[src/rtl/op_sequencer.sv]
// Three-state instruction sequencer: accepts a word in IDLE, presents it in EXEC
// (stallable) and WB, then latches ALU flags and counts the retired instruction.
module op_sequencer #(
    parameter logic [7:0] ADDC_OP = 8'h57,
    parameter logic [7:0] SUBC_OP = 8'h97,
    parameter logic [7:0] CMP_OP  = 8'hB0
) (
    input  logic        Clk,
    input  logic        Reset,
    input  logic [15:0] InstrIn,
    input  logic        InstrValid,
    output logic        InstrReady,
    input  logic        Stall,
    input  logic [4:0]  Flags,
    output logic [15:0] Opcode,
    output logic        Cin,
    output logic        RegWrEn,
    output logic [4:0]  Psr,
    output logic [15:0] InstrCount,
    output logic [1:0]  StateDbg
);

    localparam logic [1:0] IDLE = 2'd0;
    localparam logic [1:0] EXEC = 2'd1;
    localparam logic [1:0] WB   = 2'd2;

    logic [1:0]  state;
    logic [15:0] ir;
    logic [4:0]  psr_q;
    logic [15:0] count_q;
    logic [7:0]  alu_code;
    logic        carry_op;

    // Handshake: InstrIn is consumed on a rising edge where InstrValid and
    // InstrReady are both 1; the fetch side must hold the word until then.
    always_ff @(posedge Clk or posedge Reset) begin
        if (Reset) begin
            state   <= IDLE;
            ir      <= 16'h0000;
            psr_q   <= 5'h00;
            count_q <= 16'h0000;
        end else begin
            case (state)
                IDLE: begin
                    if (InstrValid) begin
                        ir    <= InstrIn;
                        state <= EXEC;
                    end
                end
                EXEC: begin
                    if (!Stall) begin
                        state <= WB;
                    end
                end
                WB: begin
                    psr_q   <= Flags;
                    count_q <= count_q + 16'd1;
                    state   <= IDLE;
                end
                default: state <= IDLE;
            endcase
        end
    end

    assign alu_code = {ir[15:12], ir[7:4]};
    assign carry_op = (alu_code == ADDC_OP) || (alu_code == SUBC_OP);

    // All outputs decode from state so an asynchronous reset clears them at once.
    always_comb begin
        InstrReady = 1'b0;
        Opcode     = 16'h0000;
        Cin        = 1'b0;
        RegWrEn    = 1'b0;
        case (state)
            IDLE: begin
                InstrReady = 1'b1;
            end
            EXEC: begin
                Opcode = ir;
                Cin    = carry_op & psr_q[0];
            end
            WB: begin
                Opcode  = ir;
                Cin     = carry_op & psr_q[0];
                RegWrEn = (alu_code != CMP_OP);
            end
            default: begin
                InstrReady = 1'b0;
            end
        endcase
    end

    assign Psr        = psr_q;
    assign InstrCount = count_q;
    assign StateDbg   = state;

endmodule

[config.mk]
export PLATFORM = sky130hd
export DESIGN_NAME = op_sequencer
export DESIGN_NICKNAME = d
export VERILOG_FILES = /design/src/rtl/op_sequencer.sv
export SDC_FILE = /design/constraint.sdc
export NUM_CORES = 1
export LEC_CHECK = 0
export CAP_MARGIN = 0
export CORE_MARGIN = 3
export CORE_UTILIZATION = 49
export CTS_BUF_LIST = sky130_fd_sc_hd__clkbuf_4 sky130_fd_sc_hd__clkbuf_8
export DETAILED_ROUTE_END_ITERATION = 10
export PLACE_DENSITY_LB_ADDON = 0.1
export RECOVER_POWER = 100
export SYNTH_ARGS = -nofsm -noshare
export SYNTH_HDL_FRONTEND = slang
export SYNTH_SLANG_ARGS = --single-unit
[constraint.sdc]
create_clock -name Clk -period 3.67 [get_ports Clk]
set_input_delay 0.734 -clock Clk [delete_from_list [all_inputs] [get_ports Clk]]
set_output_delay 0.734 -clock Clk [all_outputs]
set_load 0.01 [all_outputs]
==> flow_summary_export.csv <==
group,metric,value,unit
sta,skew,0.00476,ns
detailed_routing,drtPass1Iterations,4,
finish,drive_gt1_share,14.7,%
die,core,0.00347,mm2
grt,grt_usage,19.4,%
die,die_w,67.2,um
grt,gr-total-overflow,0,
finish,antenna_cells,0,
die,die_height,67.2,um
detailed_routing,drc,0,
hold_path,min_from,"InstrCount[15]",
clock_network,cts_buffer_depth,2,
die,io_pins,67,
detailed_routing,ant_nets,0,
sta,setup-tns-final,0,ns
finish,area_growth,40.1,%
synth,synthCells,141,
clock_network,post_cts_resized,0,
sta,finalSetupViolCount,0,
synth,ys_seq_elements,39,
die,die_area,0.00452,mm2
setup_path,rr_startpoint,"StateDbg[0]",
pwr,p_per_area,748,mW/mm2
synth,syn-cell-area,0.00184,mm2
sta,min_period,3.18,ns
hold_path,hold_path.class,"reg -> reg",
setup_path,startpoint,"StateDbg[0]",
setup_path,worstPathArrival,2.45,ns
outcome,status,"finished clean",
clock_network,htree_num_levels,2,
finish,num-nets-final,243,
sta,worst_slack,0.487,ns
place,post-dp-hpwl,2.93,mm
synth,synth_edf_count,0,
detailed_routing,routed_wl,3.94,mm
place,portBuffers,66,
run,maxCapViolCount,0,
synth,yosysSeqAreaShare,53.1,%
finish,final_area,0.00257,mm2
pwr,power_leakage,1.19,nW
synth,yosysWarnings,0,
finish,fin_util,74.2,%
die,row_count,21,
place,placed_cells_incl_taps,251,
synth,async_flop_share,100,%
synth,ys_types,24,
clock_network,clock_latency,0.28,ns
detailed_routing,vias_per_cell,5.12,
synth,syn_area_per_cell,13.0,um2
pwr,ir_drop,0.479,mV
clock_network,post_cts_buffers,0,
clock_network,cts_tree,"yes",
synth,dominantRegCellSynth,"dfrtp_1",
place,dpl_cell_area,0.00255,mm2
grt,grt_max_degree,30,
finish,fillerInstances,276,
setup_path,cp_max_fo,16,
place,pre_cts_slack,0.844,ns
die,initial_core_util,53.0,%
clock_network,cts-buffers-inserted,5,
clock_network,path_clk_slew,0.07,ns
clock_network,cts_root_buf,"clkbuf_8",
detailed_routing,wl_per_cell,15.3,um
pwr,power,1.92,mW
sta,grt_setup_unrepaired,"false",
setup_path,crit_type,"reg -> out",
clock_network,postCtsHoldBufs,0,
setup_path,start_kind,"register",
detailed_routing,vias,1317,
sta,fmax,314,MHz
sta,slew_headroom,29.6,%
finish,register_area,976,um2
clock_network,clkSinkCount,39,
detailed_routing,first_iter_violations,76,
sta,whs,0.474,ns
sta,timing.final.crit_share,86.7,%
place,place.gp.congestion,0.775,
sta,drv_slew,0,
finish,multi_input_area,783,um2
sta,hold_viol_final,0,
grt,grt_pass1_wl,6.38,mm
sta,worstMarginPinSlew,1.05,ns
setup_path,required,2.94,ns
grt,grt_pass1_vias,1336,
synth,synthesis.nets,172,
setup_path,cp-end-kind,"primary output",
finish,fin_cells,257,
grt,antenna_found_initial,0,
[placed cells by master, fill, tap and decap left out]
| master | n |
|---|---|
| nand4b_1 | 1 |
| mux2_2 | 24 |
| nor4_1 | 4 |
| clkbuf_8 | 5 |
| and2_1 | 6 |
| dfrtp_1 | 39 |
| clkbuf_1 | 1 |
| a22oi_1 | 1 |
| nand3b_1 | 1 |
| inv_1 | 4 |
| nand4_4 | 1 |
| xor2_1 | 11 |
| nor2_1 | 3 |
| a21boi_0 | 1 |
| ha_1 | 6 |
| nand4_1 | 6 |
| dlygate4sd3_1 | 34 |
| and3_1 | 1 |
| xnor2_1 | 5 |
| and2_0 | 10 |
| nand2_1 | 8 |
| clkbuf_4 | 1 |
| clkdlybuf4s50_1 | 32 |
| nor3_1 | 5 |
| and4b_1 | 1 |
[registers in the layout, indices dropped and copies added (netlist names)]
name        count
InstrCount     16
Psr             5
StateDbg        2
ir             16
[Yosys cell counts, drive strengths merged (2+ instances only)]
| cell | count | area share, % |
|---|---|---|
| dfrtp | 39 | 53 |
| mux2 | 24 | 15 |
| and2 | 16 | 5.4 |
| xor2 | 11 | 5.2 |
| nand2 | 8 | 1.6 |
| nand4 | 7 | 4.4 |
| ha | 6 | 4.1 |
| nor3 | 5 | 1.4 |
| xnor2 | 5 | 2.4 |
| inv | 4 | 0.82 |
| nor4 | 4 | 2.9 |
| nor2 | 3 | 0.61 |
| buf | 2 | 0.54 |
[critical path, stage by stage (launching register included)]
cell and delay, ns:
dfrtp_1 0.41, inv_1 0.10, ha_1 0.55, and2_0 0.21, nand3b_1 0.08, nor3_1 0.18, dlygate4sd3_1 0.63
[power by group]
| part | internal, mW | leakage, nW | switching (mW) |
|---|---|---|---|
| Clock | 0.134 | 0.0406 | 0.131 |
| Combinational | 0.557 | 0.662 | 0.380 |
| Sequential | 0.588 | 0.487 | 0.134 |
| Total | 1.28 | 1.19 | 0.645 |
[worst paths after layout]
check | slack (ns) | cells after the start | end
worst max-delay path | 0.49 | 6 | Cin
min in group asynchronous | 1.15 | 2 | Psr[1]
max in group asynchronous | 1.49 | 3 | Psr[0]
worst max register to register | 1.46 | 5 | InstrCount[15]
worst min register to register | 0.47 | 1 | InstrCount[15]
worst min-delay path | 0.47 | 1 | InstrCount[15]
[layout make-up]
| type | count | area share (%) |
|---|---|---|
| clock buffers | 6 | 2.97 |
| inverters | 4 | 0.584 |
| multi-input cells | 95 | 30.4 |
| flip-flops and latches | 39 | 37.9 |
| well taps | 46 | 2.24 |
| repair buffers | 67 | 25.8 |
[cells by family after synthesis]
logic type	count (synthesis)	synth area share [%]
flip-flops	39	53.1
adder cells (fa/ha/maj)	6	4.09
multiplexers	24	14.7
AND/OR/NAND/NOR	47	18.1
buffers and inverters	7	1.57
AO/OA/AOI/OAI	2	0.818
XOR/XNOR	16	7.63
[routing by layer]
metal	global-route usage [%]	vias up	part of all wire, %
li1	-	629	-
met1	24.8	643	43
met2	31.5	39	49
met3	5.82	6	6.6
met4	6.08	0	1.2
met5	0	-	0
Power figures use the tool's default switching activity.
